## config.mk

```make
export PLATFORM = sky130hd
export DESIGN_NAME = pcileech_bar_impl_wifi_link_sim
export DESIGN_NICKNAME = d
export VERILOG_FILES = /design/src/rtl/pcileech_wifi_link_pkg.sv /design/src/rtl/pcileech_bar_impl_wifi_link_sim_rssi_gen.sv /design/src/rtl/pcileech_bar_impl_wifi_link_sim.sv
export SDC_FILE = /design/constraint.sdc
export NUM_CORES = 1
export LEC_CHECK = 0
export BUFFER_PORTS_ARGS = -buffer_cell sky130_fd_sc_hd__buf_2
export CAP_MARGIN = 20
export CORE_MARGIN = 2
export CORE_UTILIZATION = 55
export DETAILED_ROUTE_END_ITERATION = 8
export GPL_TIMING_DRIVEN = 0
export PLACE_DENSITY_LB_ADDON = 0.3
export RECOVER_POWER = 25
export SLEW_MARGIN = 30
export SYNTH_ARGS = -nofsm -noshare
export SYNTH_HDL_FRONTEND = slang
export SYNTH_HIERARCHICAL = 1
export SYNTH_SLANG_ARGS = --single-unit
```

## constraint.sdc

```tcl
create_clock -name clk -period 3.09 [get_ports clk]
set_input_delay 0.618 -clock clk [delete_from_list [all_inputs] [get_ports clk]]
set_output_delay 0.618 -clock clk [all_outputs]
set_load 0.05 [all_outputs]
```

## src/rtl/pcileech_wifi_link_pkg.sv

```systemverilog
// pcileech_wifi_link_pkg
//   Shared definitions for the Wi-Fi link-layer BAR responder: FSM state codes,
//   register offsets (word index, i.e. byte address [7:2]), STATUS/CTRL bit
//   positions, the CTRL command layout, the auto-connect sequencer states and a
//   saturating counter helper.
package pcileech_wifi_link_pkg;

  // Link FSM state encoding (visible in STATUS[2:0]).
  localparam logic [2:0] ST_IDLE      = 3'd0;
  localparam logic [2:0] ST_SCANNING  = 3'd1;
  localparam logic [2:0] ST_AUTH      = 3'd2;
  localparam logic [2:0] ST_ASSOC     = 3'd3;
  localparam logic [2:0] ST_CONNECTED = 3'd4;

  // Register word offsets.
  localparam logic [5:0] REG_CTRL       = 6'h00;
  localparam logic [5:0] REG_SEL        = 6'h01;
  localparam logic [5:0] REG_STATUS     = 6'h02;
  localparam logic [5:0] REG_RSSI       = 6'h03;
  localparam logic [5:0] REG_SCAN_COUNT = 6'h04;
  localparam logic [5:0] REG_SCAN_IDX   = 6'h05;
  localparam logic [5:0] REG_SCAN_SSID  = 6'h06;
  localparam logic [5:0] REG_SCAN_RSSI  = 6'h07;
  localparam logic [5:0] REG_EVENTS     = 6'h08;

  // STATUS bit positions.
  localparam int STS_LINK_UP   = 8;
  localparam int STS_AUTH_FAIL = 9;
  localparam int STS_SCAN_DONE = 10;
  localparam int STS_IDX_LSB   = 16;
  localparam int STS_ROAM_LSB  = 24;

  // CTRL write layout: b0 CONNECT, b1 DISCONNECT, b2 SCAN.
  typedef struct packed {
    logic scan;
    logic disconnect;
    logic connect;
  } ctrl_cmd_t;

  // Post-reset auto-connect sequencer.
  typedef enum logic [1:0] {
    AUTO_OFF  = 2'd0,
    AUTO_SCAN = 2'd1,
    AUTO_CONN = 2'd2
  } auto_e;

  function automatic logic [15:0] sat_inc16(input logic [15:0] v);
    return (v == 16'hFFFF) ? v : v + 16'd1;
  endfunction

endpackage

```

## src/rtl/pcileech_bar_impl_wifi_link_sim_rssi_gen.sv

```systemverilog
// pcileech_wifi_rssi_gen
//   Free-running 16-bit Fibonacci LFSR (x^16+x^14+x^13+x^11+1, seed 0xACE1)
//   plus an RSSI update period counter that only runs while enabled.
// Ports:
//   clk    in  clock
//   rst    in  synchronous active-high reset
//   en     in  link is CONNECTED; period counter held at 0 otherwise
//   upd    out one-cycle strobe every RSSI_PERIOD enabled cycles
//   jitter out low three LFSR bits, subtracted from the base RSSI
module pcileech_wifi_rssi_gen #(
  parameter int RSSI_PERIOD = 256
) (
  input  logic       clk,
  input  logic       rst,
  input  logic       en,
  output logic       upd,
  output logic [2:0] jitter
);

  localparam int CW = (RSSI_PERIOD > 1) ? $clog2(RSSI_PERIOD) : 1;

  logic [15:0]   lfsr_q, lfsr_d;
  logic [CW-1:0] per_q, per_d;
  logic          per_end;

  assign per_end = (per_q == CW'(RSSI_PERIOD - 1));

  always_comb begin
    lfsr_d = {lfsr_q[14:0], lfsr_q[15] ^ lfsr_q[13] ^ lfsr_q[12] ^ lfsr_q[10]};
    per_d  = per_q;
    if (!en || per_end) per_d = '0;
    else                per_d = per_q + 1'b1;
  end

  always_ff @(posedge clk) begin
    if (rst) begin
      lfsr_q <= 16'hACE1;
      per_q  <= '0;
    end else begin
      lfsr_q <= lfsr_d;
      per_q  <= per_d;
    end
  end

  assign upd    = en && per_end;
  assign jitter = lfsr_q[2:0];

endmodule

```

## src/rtl/pcileech_bar_impl_wifi_link_sim.sv

```systemverilog
// pcileech_bar_impl_wifi_link_sim
//   BAR responder emulating a Wi-Fi adapter's link layer: host-driven
//   scan/connect/disconnect FSM over NUM_NETS modelled networks, per-network
//   auth lockout, LFSR-jittered RSSI and saturating link event counters.
//   Optional feature macro: WIFI_LINK_ROAM_EN (RSSI-triggered roaming and a
//   roam counter in STATUS[31:24]); undefined by default.
// Ports:
//   clk, rst                  clock, synchronous active-high reset
//   wr_addr/wr_be/wr_data     write byte address (decode [7:2]), byte enables, data
//   wr_valid                  write strobe
//   rd_req_ctx/addr/valid     read request (context echoed back)
//   rd_rsp_ctx/data/valid     registered read response, one cycle after request
module pcileech_bar_impl_wifi_link_sim
  import pcileech_wifi_link_pkg::*;
#(
  parameter int                      NUM_NETS     = 4,
  parameter logic [NUM_NETS*32-1:0]  SSID_TABLE   = {"Free", "Boss", "Cafe", "Home"},
  parameter logic [NUM_NETS*8-1:0]   RSSI_TABLE   = {8'd50, 8'd60, 8'd75, 8'd90},
  parameter logic [NUM_NETS-1:0]     LOCKED_MASK  = 4'b0100,
  parameter int                      T_SCAN       = 1000,
  parameter int                      T_AUTH       = 500,
  parameter int                      T_ASSOC      = 500,
  parameter int                      RSSI_PERIOD  = 256,
  parameter int                      AUTO_CONNECT = 1
) (
  input  logic        clk,
  input  logic        rst,
  input  logic [31:0] wr_addr,
  input  logic [3:0]  wr_be,
  input  logic [31:0] wr_data,
  input  logic        wr_valid,
  input  logic [87:0] rd_req_ctx,
  input  logic [31:0] rd_req_addr,
  input  logic        rd_req_valid,
  output logic [87:0] rd_rsp_ctx,
  output logic [31:0] rd_rsp_data,
  output logic        rd_rsp_valid
);

  localparam logic [4:0] NN = 5'(NUM_NETS);

  // Table lookups by loop so an index never selects past the packed tables.
  function automatic logic [31:0] ssid_at(input logic [3:0] idx);
    logic [31:0] r;
    r = '0;
    for (int i = 0; i < NUM_NETS; i++)
      if (idx == 4'(i)) r = SSID_TABLE[32*i +: 32];
    return r;
  endfunction

  function automatic logic [7:0] base_at(input logic [3:0] idx);
    logic [7:0] r;
    r = '0;
    for (int i = 0; i < NUM_NETS; i++)
      if (idx == 4'(i)) r = RSSI_TABLE[8*i +: 8];
    return r;
  endfunction

  function automatic logic locked_at(input logic [3:0] idx);
    logic r;
    r = 1'b0;
    for (int i = 0; i < NUM_NETS; i++)
      if (idx == 4'(i)) r = LOCKED_MASK[i];
    return r;
  endfunction

`ifdef WIFI_LINK_ROAM_EN
  // {found, index}: strongest-base unlocked network other than cur, lowest index on ties.
  function automatic logic [4:0] pick_roam(input logic [3:0] cur);
    logic       found;
    logic [3:0] best;
    logic [7:0] best_r;
    found  = 1'b0;
    best   = '0;
    best_r = '0;
    for (int i = 0; i < NUM_NETS; i++) begin
      if (4'(i) != cur && !LOCKED_MASK[i] && (!found || RSSI_TABLE[8*i +: 8] > best_r)) begin
        found  = 1'b1;
        best   = 4'(i);
        best_r = RSSI_TABLE[8*i +: 8];
      end
    end
    return {found, best};
  endfunction
`endif

  // Architectural state.
  logic [2:0]  state_q, state_d;
  logic [31:0] dwell_q, dwell_d;
  logic [7:0]  sel_q, sel_d;
  logic [3:0]  scan_idx_q, scan_idx_d;
  logic [3:0]  target_q, target_d;
  logic [3:0]  conn_idx_q, conn_idx_d;
  logic [7:0]  rssi_q, rssi_d;
  logic [15:0] connects_q, connects_d;
  logic [15:0] drops_q, drops_d;
  logic        scan_done_q, scan_done_d;
  logic        auth_fail_q, auth_fail_d;
  auto_e       auto_q, auto_d;
`ifdef WIFI_LINK_ROAM_EN
  logic [1:0]  low_cnt_q, low_cnt_d;
  logic [7:0]  roam_cnt_q, roam_cnt_d;
  logic [4:0]  roam_pick;
`endif

  // Read response registers.
  logic [87:0] rsp_ctx_q;
  logic [31:0] rsp_data_q, rd_data;
  logic        rsp_vld_q;

  // Decode.
  logic        wr_ctrl, wr_sel, wr_scan_idx, rd_scan_ssid;
  ctrl_cmd_t   cmd;
  logic        do_disc, do_conn, do_scan, sel_ok, enter;
  logic        link_up, rssi_upd;
  logic [2:0]  rssi_jitter;
  logic [7:0]  cur_base, new_rssi;
  logic [31:0] status_word;

  assign wr_ctrl      = wr_valid && (wr_addr[7:2] == REG_CTRL) && wr_be[0];
  assign wr_sel       = wr_valid && (wr_addr[7:2] == REG_SEL) && wr_be[0];
  assign wr_scan_idx  = wr_valid && (wr_addr[7:2] == REG_SCAN_IDX) && wr_be[0];
  assign rd_scan_ssid = rd_req_valid && (rd_req_addr[7:2] == REG_SCAN_SSID);
  assign cmd          = wr_ctrl ? ctrl_cmd_t'(wr_data[2:0]) : ctrl_cmd_t'(3'b000);

  assign link_up  = (state_q == ST_CONNECTED);
  assign sel_ok   = (sel_q < 8'(NUM_NETS));
  assign cur_base = base_at(conn_idx_q);
  assign new_rssi = cur_base - {5'd0, rssi_jitter};

  // DISCONNECT has priority; CONNECT only in IDLE/CONNECTED; SCAN only in IDLE.
  assign do_disc = cmd.disconnect;
  assign do_conn = !do_disc && cmd.connect && (state_q == ST_IDLE || state_q == ST_CONNECTED);
  assign do_scan = !do_disc && !do_conn && cmd.scan && (state_q == ST_IDLE);

`ifdef WIFI_LINK_ROAM_EN
  assign roam_pick = pick_roam(conn_idx_q);
`endif

  pcileech_wifi_rssi_gen #(
    .RSSI_PERIOD(RSSI_PERIOD)
  ) u_rssi (
    .clk    (clk),
    .rst    (rst),
    .en     (link_up),
    .upd    (rssi_upd),
    .jitter (rssi_jitter)
  );

  // Register writes and the SCAN_SSID post-increment (an explicit write wins).
  always_comb begin
    sel_d      = sel_q;
    scan_idx_d = scan_idx_q;
    if (wr_sel) sel_d = wr_data[7:0];
    if (rd_scan_ssid)
      scan_idx_d = ({1'b0, scan_idx_q} == NN - 5'd1) ? 4'd0 : scan_idx_q + 4'd1;
    if (wr_scan_idx)
      scan_idx_d = ({1'b0, wr_data[3:0]} >= NN) ? 4'd0 : wr_data[3:0];
  end

  // Link FSM.
  always_comb begin
    state_d     = state_q;
    enter       = 1'b0;
    target_d    = target_q;
    conn_idx_d  = conn_idx_q;
    rssi_d      = rssi_q;
    connects_d  = connects_q;
    drops_d     = drops_q;
    scan_done_d = scan_done_q;
    auth_fail_d = auth_fail_q;
    auto_d      = auto_q;
`ifdef WIFI_LINK_ROAM_EN
    low_cnt_d   = low_cnt_q;
    roam_cnt_d  = roam_cnt_q;
`endif
    if (do_disc) begin
      if (link_up) drops_d = sat_inc16(drops_q);
      state_d = ST_IDLE;
      enter   = 1'b1;
      auto_d  = AUTO_OFF;
    end else if (do_conn) begin
      auto_d = AUTO_OFF;
      if (sel_ok) begin
        target_d    = sel_q[3:0];
        auth_fail_d = 1'b0;
        state_d     = ST_AUTH;
        enter       = 1'b1;
      end else begin
        auth_fail_d = 1'b1;
      end
    end else if (do_scan) begin
      state_d = ST_SCANNING;
      enter   = 1'b1;
    end else begin
      unique case (state_q)
        ST_IDLE: begin
          if (auto_q == AUTO_SCAN) begin
            state_d = ST_SCANNING;
            enter   = 1'b1;
            auto_d  = AUTO_CONN;
          end else if (auto_q == AUTO_CONN) begin
            target_d    = 4'd0;
            auth_fail_d = 1'b0;
            state_d     = ST_AUTH;
            enter       = 1'b1;
            auto_d      = AUTO_OFF;
          end
        end
        ST_SCANNING: begin
          if (dwell_q == 32'(T_SCAN - 1)) begin
            scan_done_d = 1'b1;
            state_d     = ST_IDLE;
            enter       = 1'b1;
          end
        end
        ST_AUTH: begin
          if (dwell_q == 32'(T_AUTH - 1)) begin
            enter = 1'b1;
            if (locked_at(target_q)) begin
              auth_fail_d = 1'b1;
              state_d     = ST_IDLE;
            end else begin
              state_d = ST_ASSOC;
            end
          end
        end
        ST_ASSOC: begin
          if (dwell_q == 32'(T_ASSOC - 1)) begin
            state_d    = ST_CONNECTED;
            enter      = 1'b1;
            connects_d = sat_inc16(connects_q);
            conn_idx_d = target_q;
            rssi_d     = base_at(target_q);
`ifdef WIFI_LINK_ROAM_EN
            low_cnt_d  = '0;
`endif
          end
        end
        ST_CONNECTED: begin
          if (rssi_upd) begin
            rssi_d = new_rssi;
`ifdef WIFI_LINK_ROAM_EN
            // Fourth consecutive weak update triggers a roam if any candidate exists;
            // otherwise the count holds so each further weak update retries.
            if (new_rssi < cur_base - 8'd4) begin
              if (low_cnt_q == 2'd3) begin
                if (roam_pick[4]) begin
                  drops_d    = sat_inc16(drops_q);
                  target_d   = roam_pick[3:0];
                  state_d    = ST_AUTH;
                  enter      = 1'b1;
                  low_cnt_d  = '0;
                  roam_cnt_d = (roam_cnt_q == 8'hFF) ? roam_cnt_q : roam_cnt_q + 8'd1;
                end
              end else begin
                low_cnt_d = low_cnt_q + 2'd1;
              end
            end else begin
              low_cnt_d = '0;
            end
`endif
          end
        end
        default: begin
          state_d = ST_IDLE;
          enter   = 1'b1;
        end
      endcase
    end
    dwell_d = enter ? 32'd0 : dwell_q + 32'd1;
  end

  always_ff @(posedge clk) begin
    if (rst) begin
      state_q     <= ST_IDLE;
      dwell_q     <= '0;
      sel_q       <= '0;
      scan_idx_q  <= '0;
      target_q    <= '0;
      conn_idx_q  <= '0;
      rssi_q      <= '0;
      connects_q  <= '0;
      drops_q     <= '0;
      scan_done_q <= 1'b0;
      auth_fail_q <= 1'b0;
      auto_q      <= (AUTO_CONNECT != 0) ? AUTO_SCAN : AUTO_OFF;
`ifdef WIFI_LINK_ROAM_EN
      low_cnt_q   <= '0;
      roam_cnt_q  <= '0;
`endif
    end else begin
      state_q     <= state_d;
      dwell_q     <= dwell_d;
      sel_q       <= sel_d;
      scan_idx_q  <= scan_idx_d;
      target_q    <= target_d;
      conn_idx_q  <= conn_idx_d;
      rssi_q      <= rssi_d;
      connects_q  <= connects_d;
      drops_q     <= drops_d;
      scan_done_q <= scan_done_d;
      auth_fail_q <= auth_fail_d;
      auto_q      <= auto_d;
`ifdef WIFI_LINK_ROAM_EN
      low_cnt_q   <= low_cnt_d;
      roam_cnt_q  <= roam_cnt_d;
`endif
    end
  end

  always_comb begin
    status_word                  = '0;
    status_word[2:0]             = state_q;
    status_word[STS_LINK_UP]     = link_up;
    status_word[STS_AUTH_FAIL]   = auth_fail_q;
    status_word[STS_SCAN_DONE]   = scan_done_q;
    status_word[STS_IDX_LSB +: 8] = {4'd0, conn_idx_q};
`ifdef WIFI_LINK_ROAM_EN
    status_word[STS_ROAM_LSB +: 8] = roam_cnt_q;
`endif
  end

  // Read mux over current state, so a same-cycle write is seen only by later reads.
  always_comb begin
    rd_data = '0;
    unique case (rd_req_addr[7:2])
      REG_SEL:        rd_data = {24'd0, sel_q};
      REG_STATUS:     rd_data = status_word;
      REG_RSSI:       rd_data = link_up ? {24'd0, rssi_q} : 32'd0;
      REG_SCAN_COUNT: rd_data = scan_done_q ? 32'(NUM_NETS) : 32'd0;
      REG_SCAN_IDX:   rd_data = {28'd0, scan_idx_q};
      REG_SCAN_SSID:  rd_data = ssid_at(scan_idx_q);
      REG_SCAN_RSSI:  rd_data = {24'd0, base_at(scan_idx_q)};
      REG_EVENTS:     rd_data = {drops_q, connects_q};
      default:        rd_data = '0;
    endcase
  end

  // Response stage: one cycle after the request.
  always_ff @(posedge clk) begin
    if (rst) begin
      rsp_vld_q  <= 1'b0;
      rsp_data_q <= '0;
      rsp_ctx_q  <= '0;
    end else begin
      rsp_vld_q  <= rd_req_valid;
      rsp_data_q <= rd_req_valid ? rd_data : 32'd0;
      rsp_ctx_q  <= rd_req_valid ? rd_req_ctx : 88'd0;
    end
  end

  assign rd_rsp_valid = rsp_vld_q;
  assign rd_rsp_data  = rsp_data_q;
  assign rd_rsp_ctx   = rsp_ctx_q;

  logic unused_bits;
  assign unused_bits = ^{wr_addr[31:8], wr_addr[1:0], wr_be[3:1], wr_data[31:8],
                         rd_req_addr[31:8], rd_req_addr[1:0]};

endmodule

```

==> results of run 1 <==
[where the power goes]
part / internal [W] / switching (W)
Sequential: 0.00324 / 0.0000502
Combinational: 0.000296 / 0.000571
Clock: 0.00168 / 0.00121
Total: 0.00522 / 0.00184
[worst paths after layout]
path | from | slack, ns | endpoint | depth (start not counted)
setup reg to reg | scan_idx_q[0] | 0.29 | rd_rsp_data[0] | 8
hold / removal | rd_req_ctx[3] | 0.29 | rd_rsp_ctx[3] | 2
hold reg to reg | u_rssi/lfsr_q[4] | 0.41 | u_rssi/lfsr_q[5] | 1
setup / recovery | scan_idx_q[0] | 0.29 | rd_rsp_data[0] | 8
[area by class of cell]
cell class / count / area (sq um) / share of cell area, %
Sequential cell: 244 / 4880 / 41.4
Multi-Input combinational cell: 705 / 4470 / 37.9
Timing Repair Buffer: 230 / 1090 / 9.26
Clock buffer: 34 / 699 / 5.93
Tap cell: 225 / 282 / 2.39
Buffer: 48 / 205 / 1.74
Clock inverter: 12 / 95.1 / 0.807
Inverter: 17 / 63.8 / 0.541
[cell usage in the layout (no fill, tap or decap), types with 17 or more instances in the layout]
| cell | instances |
|---|---|
| dfxtp_1 | 244 |
| buf_2 | 185 |
| nor2_1 | 136 |
| clkbuf_1 | 91 |
| and2_1 | 76 |
| nand2_1 | 58 |
| nand3_1 | 48 |
| xor2_1 | 46 |
| a21oi_1 | 44 |
| clkbuf_16 | 25 |
| xnor2_1 | 23 |
| and3_1 | 23 |
| nand4_1 | 21 |
| mux2i_1 | 19 |
| and2_0 | 18 |
| inv_1 | 17 |
| nor3_1 | 17 |
[stage by stage]
stage	instance area, sq um	std cells	setup slack, ns
2_1_floorplan	9620	1014	0.818
3_3_place_gp	11100	1469	0.315
3_5_place_dp	11100	1469	0.300
4_1_cts	11800	1515	0.337
5_1_grt	11800	1515	0.00733
6_report	11800	1515	0.287
[metal layers]
metal	GRT usage [%]	share of wire [%]
met5	0	0
met4	6.83	2.9
met2	42.9	49
met3	4.51	7.0
met1	30.0	41
[worst max-delay path: stages (launching register included)]
cell and delay (ns):
dfxtp_1 0.43, inv_1 0.11, ha_1 0.20, clkbuf_1 0.20, or3_1 0.38, o211ai_1 0.73
o211ai_1 0.18, a221oi_1 0.32, a21oi_1 0.11
[registers in the layout (all words and copies together) (netlist names), 2 cells and up]
name           cells
auto_q             2
rd_rsp_ctx        88
state_q            3
rssi_q             8
rd_rsp_data       32
drops_q           16
scan_idx_q         4
sel_q              8
target_q           4
u_rssi/per_q       8
conn_idx_q         4
dwell_q           32
u_rssi/lfsr_q     16
connects_q        16
[cell families after synthesis]
group,Yosys count,synth area share [%]
simple gates,476,27.4
flops,244,50.8
compound gates,125,8.67
xor+xnor,69,6.28
buf+inv,65,2.80
mux,21,2.21
fa+ha+maj,14,1.90
==> results.cfg, run 1 <==
[timing]
fin_skew_ns = 0.0318
report.final.hold_viol_count = 0
rsz0062_at_grt = false
fmax_mhz = 357
finalSetupTns_ns = 0
fin_crit_ns = 2.80
setup_violations = 0
worst_slew_pin_slew_ns = 0.916
relSlewSlack_pct = 38.5
period_share_pct = 90.7
holdWs_ns = 0.287
drv_slew = 0

[outcome]
status = complete, no violations

[cts]
htreeDepth = 1
cts_tree = done
cts.path.max_buffers = 3
cts_resized = 0
cts_buffers = 25
post_cts_buffers = 0
hold_buffers = 0
clk-insertion-delay-late_ns = 0.53
cts-root-buf = clkbuf_16
path_clk_slew_ns = 0.06
clock_sinks = 244

[final_layout]
nNetsFinal = 1477
final_util_pct = 68.6
n_fill_cell = 1411
area_growth_pct = 22.5
antenna_cells = 0
drive_gt1_share_pct = 20.5

[setup_path]
end_kind = flop
crit_fanout = 9
crit_required_ns = 3.48
start_kind = flop
cp.arrival_ns = 3.19
worstSetupPathType = reg2reg

[flow_run]
maxCapViolations = 0

[floorplanning]
fp.coreArea_sq_um = 17200
die_w_microns = 136
ios = 313
dieArea_sq_um = 18600
initial_core_util_pct = 56.0
rows = 48
die_height_microns = 136

[routing]
remaining_drc_errors = 0
drt-initial-drc-count = 503
ant_nets = 0
vias = 8108
drt-pass1-iter-count = 6
wl_per_cell_microns = 15.3
routed_wl_mm = 23.1
via_per_inst = 5.35

[grt]
grt_pass1_vias = 7756
antenna_found_initial = 0
grt_use_total_pct = 24.2
grt_max_degree = 15
grt-ovfl-total = 0
grt_pass1_wl_mm = 36.9

[synthesis]
synth_top_area_share_pct = 50.8
syn_avg_cell_area_sq_um = 9.49
syn_inst = 1014
postSynth.asyncResetShare_pct = 0
yosys-top-cells-count = dfxtp_1, nor2_1, and2_1
ys_seq_area_share_pct = 50.8
yosys.cell_types.count = 69
syn_nets = 1220
yosysMostFrequentCell = dfxtp_1
synth_area_sq_um = 9620
yosys-top-cells-area = dfxtp_1, and2_1, nor2_1
yosysWarnings = 6
yosysTopAreaCell = dfxtp_1
synth_seq_cells = 244
synth_edf_count = 0
synthFlopType = dfxtp_1

[worst_hold_path]
holdCritPathClass = in2reg

[power]
peakVddDrop_mv = 0.524
power.total_w = 0.00705
power_density_nw_per_um2 = 598
p_leak_nw = 4.86

[placed_design]
gp_congestion = 0.955
port_buffers = 230
dpl.hpwl_mm = 17.3
Power figures use the tool's default switching activity.
==> run 2: changes to the inputs <==
--- a/config.mk
+++ b/config.mk
@@ -8,7 +8,7 @@
 export BUFFER_PORTS_ARGS = -buffer_cell sky130_fd_sc_hd__buf_2
 export CAP_MARGIN = 20
 export CORE_MARGIN = 2
-export CORE_UTILIZATION = 55
+export CORE_UTILIZATION = 54
 export DETAILED_ROUTE_END_ITERATION = 8
 export GPL_TIMING_DRIVEN = 0
 export PLACE_DENSITY_LB_ADDON = 0.3
@@ -16,5 +16,4 @@
 export SLEW_MARGIN = 30
 export SYNTH_ARGS = -nofsm -noshare
 export SYNTH_HDL_FRONTEND = slang
-export SYNTH_HIERARCHICAL = 1
 export SYNTH_SLANG_ARGS = --single-unit
==> results.cfg, run 2 <==
[final_layout]
largest_reg_flops = 88
n_fill_cell = 1441
nNetsFinal = 1469
layout.cells.non_filler = 1506
area_growth_pct = 23.3
layout.cells.most_common_list = dfxtp_1, buf_2, nor2_1, and2_1, clkbuf_1
final_common_cell = dfxtp_1
drive_gt1_share_pct = 21.2
multi_input_area_sq_um = 4350
antenna_cells = 0
regArea_sq_um = 4880

[routing]
remaining_drc_errors = 0
drt-pass1-iter-count = 6
vias = 8047
drt-initial-drc-count = 630
routed_wl_mm = 23.5
ant_nets = 0
wl_per_cell_microns = 15.6
via_per_inst = 5.34

[cts]
clk-insertion-delay-late_ns = 0.52
cts_resized = 0
cts.path.max_buffers = 3
path_clk_slew_ns = 0.06
clock_sinks = 244
cts_buffers = 25
post_cts_buffers = 0
cts_tree = done
cts-root-buf = clkbuf_16
htreeDepth = 1
hold_buffers = 0

[placed_design]
dpl.hpwl_mm = 17.2
gp_congestion = 0.959
port_buffers = 233
dpl.cell_count = 1461

[setup_path]
cp.arrival_ns = 3.00
reg2reg_depth = 7
crit_fanout = 10
end_kind = flop
worstPathCellList = buf_4, nor3b_4, nand4_1, a31oi_2, or3b_1, xor2_1, nor2_1
reg2reg_to = drops_q[7]
crit_path_end = drops_q[7]
worstSetupPathType = reg2reg
start_kind = flop
slowest_delay_ns = 0.51
critPathSlowestCell = a31oi_2
r2r-start = state_q[2]
startpoint = state_q[2]
r2r_slack_ns = 0.49
crit_required_ns = 3.49

[synthesis]
ys_seq_area_share_pct = 51.4
syn_avg_cell_area_sq_um = 9.48
synth_area_sq_um = 9510
yosysTopAreaCell = dfxtp_1
syn_inst = 1003
synth_top_area_share_pct = 51.4
yosys-top-cells-count = dfxtp_1, nor2_1, and2_1
yosysWarnings = 0
synthFlopType = dfxtp_1
yosys.cell_types.count = 70
yosysMostFrequentCell = dfxtp_1
synth_seq_cells = 244
synth_edf_count = 0
yosys-top-cells-area = dfxtp_1, and2_1, nor2_1
syn_nets = 1209
postSynth.asyncResetShare_pct = 0

[floorplanning]
die_height_microns = 137
die_w_microns = 137
initial_core_util_pct = 55.2
rows = 48
dieArea_sq_um = 18700
ios = 313
fp.coreArea_sq_um = 17200

[grt]
grt_use_total_pct = 24.4
grt_pass1_vias = 7334
grt_pass1_wl_mm = 36.7
grt-ovfl-total = 0
antenna_found_initial = 0
grt_max_degree = 15

[power]
pwr-share-seq_pct = 45.6
p_sw_share_pct = 25.5
p_leak_nw = 4.88
pwr-share-comb_pct = 12.7
power_density_nw_per_um2 = 617
clockPowerShare_pct = 41.7
p_switching_w = 0.00184
power.internal_w = 0.00539
peakVddDrop_mv = 0.463

[timing]
fin_crit_ns = 2.60
report.final.hold_viol_count = 0
drv_slew = 0
rsz0062_at_grt = false
fmax_mhz = 385
fin_skew_ns = 0.00611
relSlewSlack_pct = 40.4
setup_violations = 0
period_share_pct = 84.1
worst_slew_pin_slew_ns = 0.887
finalSetupTns_ns = 0

[flow_run]
maxCapViolations = 0

[worst_hold_path]
holdCritPathClass = in2reg

[outcome]
status = complete, no violations
-- run 2: changes by cell type after synthesis, sizes merged, moves of 6 or more --
cell and delta:
nand3 -9, clkbuf -6, nor2 -6, nand2 +7, nor3 +8
-- run 2: final cells by class --
| class | count | area share [%] |
|---|---|---|
| plain buffers | 43 | 1.71 |
| multi-input cells | 699 | 37.1 |
| repair buffers | 233 | 9.51 |
| inverters | 17 | 0.544 |
| clock buffers | 34 | 5.88 |
| flip-flops and latches | 244 | 41.6 |
| clock inverters | 11 | 1.22 |
| well taps | 225 | 2.40 |
-- run 2: cell families after synthesis --
kind of cell,synth area share (%)
compound gates,8.91
xor+xnor,6.36
fa+ha+maj,1.92
buf+inv,2.78
flops,51.4
mux,1.79
simple gates,26.9
-- run 2: power groups by stage --
stage | logic, W | registers, W | clock network [W]
floorplan | 0.000492 | 0.00353 | 0
global placement | 0.000905 | 0.00336 | 0
detailed placement | 0.000916 | 0.00337 | 0
CTS | 0.000921 | 0.00330 | 0.00308
global route | 0.00101 | 0.00331 | 0.00320
finish | 0.000919 | 0.00330 | 0.00302
-- run 2: metal layers --
| metal | wire (microns) | vias to the layer above | global-route usage (%) |
|---|---|---|---|
| met4 | 495 | 0 | 6.31 |
| met1 | 9940 | 3678 | 32.6 |
| met2 | 11100 | 352 | 40.4 |
| met3 | 2050 | 44 | 4.96 |
| met5 | 0 | - | 0 |
| li1 | - | 3973 | - |
-- run 2: stage by stage --
step / instance area, sq um / setup slack [ns] / power (W) / utilization [%] / hold slack, ns
2_1_floorplan: 9510 / 0.813 / 0.00402 / - / 0.389
5_1_grt: 11700 / 0.311 / 0.00752 / 68.0 / 0.281
3_5_place_dp: 11000 / 0.147 / 0.00428 / 63.6 / 0.396
4_1_cts: 11800 / 0.554 / 0.00730 / 68.4 / 0.277
6_report: 11700 / 0.491 / 0.00724 / 68.0 / 0.292
3_3_place_gp: 11000 / 0.192 / 0.00427 / 63.6 / 0.393
-- run 2: how the worst min path moves through the flow --
stage / startpoint / depth (start not counted) / to
4_1_cts: rd_req_ctx[37] / 2 / rd_rsp_ctx[37]
3_5_place_dp: u_rssi.lfsr_q[9] / 1 / u_rssi.lfsr_q[10]
5_1_grt: rd_req_ctx[37] / 2 / rd_rsp_ctx[37]
2_1_floorplan: u_rssi.lfsr_q[9] / 1 / u_rssi.lfsr_q[10]
3_3_place_gp: u_rssi.lfsr_q[5] / 1 / u_rssi.lfsr_q[6]
6_report: rd_req_ctx[59] / 2 / rd_rsp_ctx[59]
-- run 2: worst max-delay path, delay by kind of cell (launching register included) --
family,cells,cell delay [ns]
AOI/OAI and AO/OA,1,0.51
DFF,1,0.32
and+or+nand+nor,4,1.34
xor gates and xnor gates,1,0.13
buffers and inverters,1,0.17
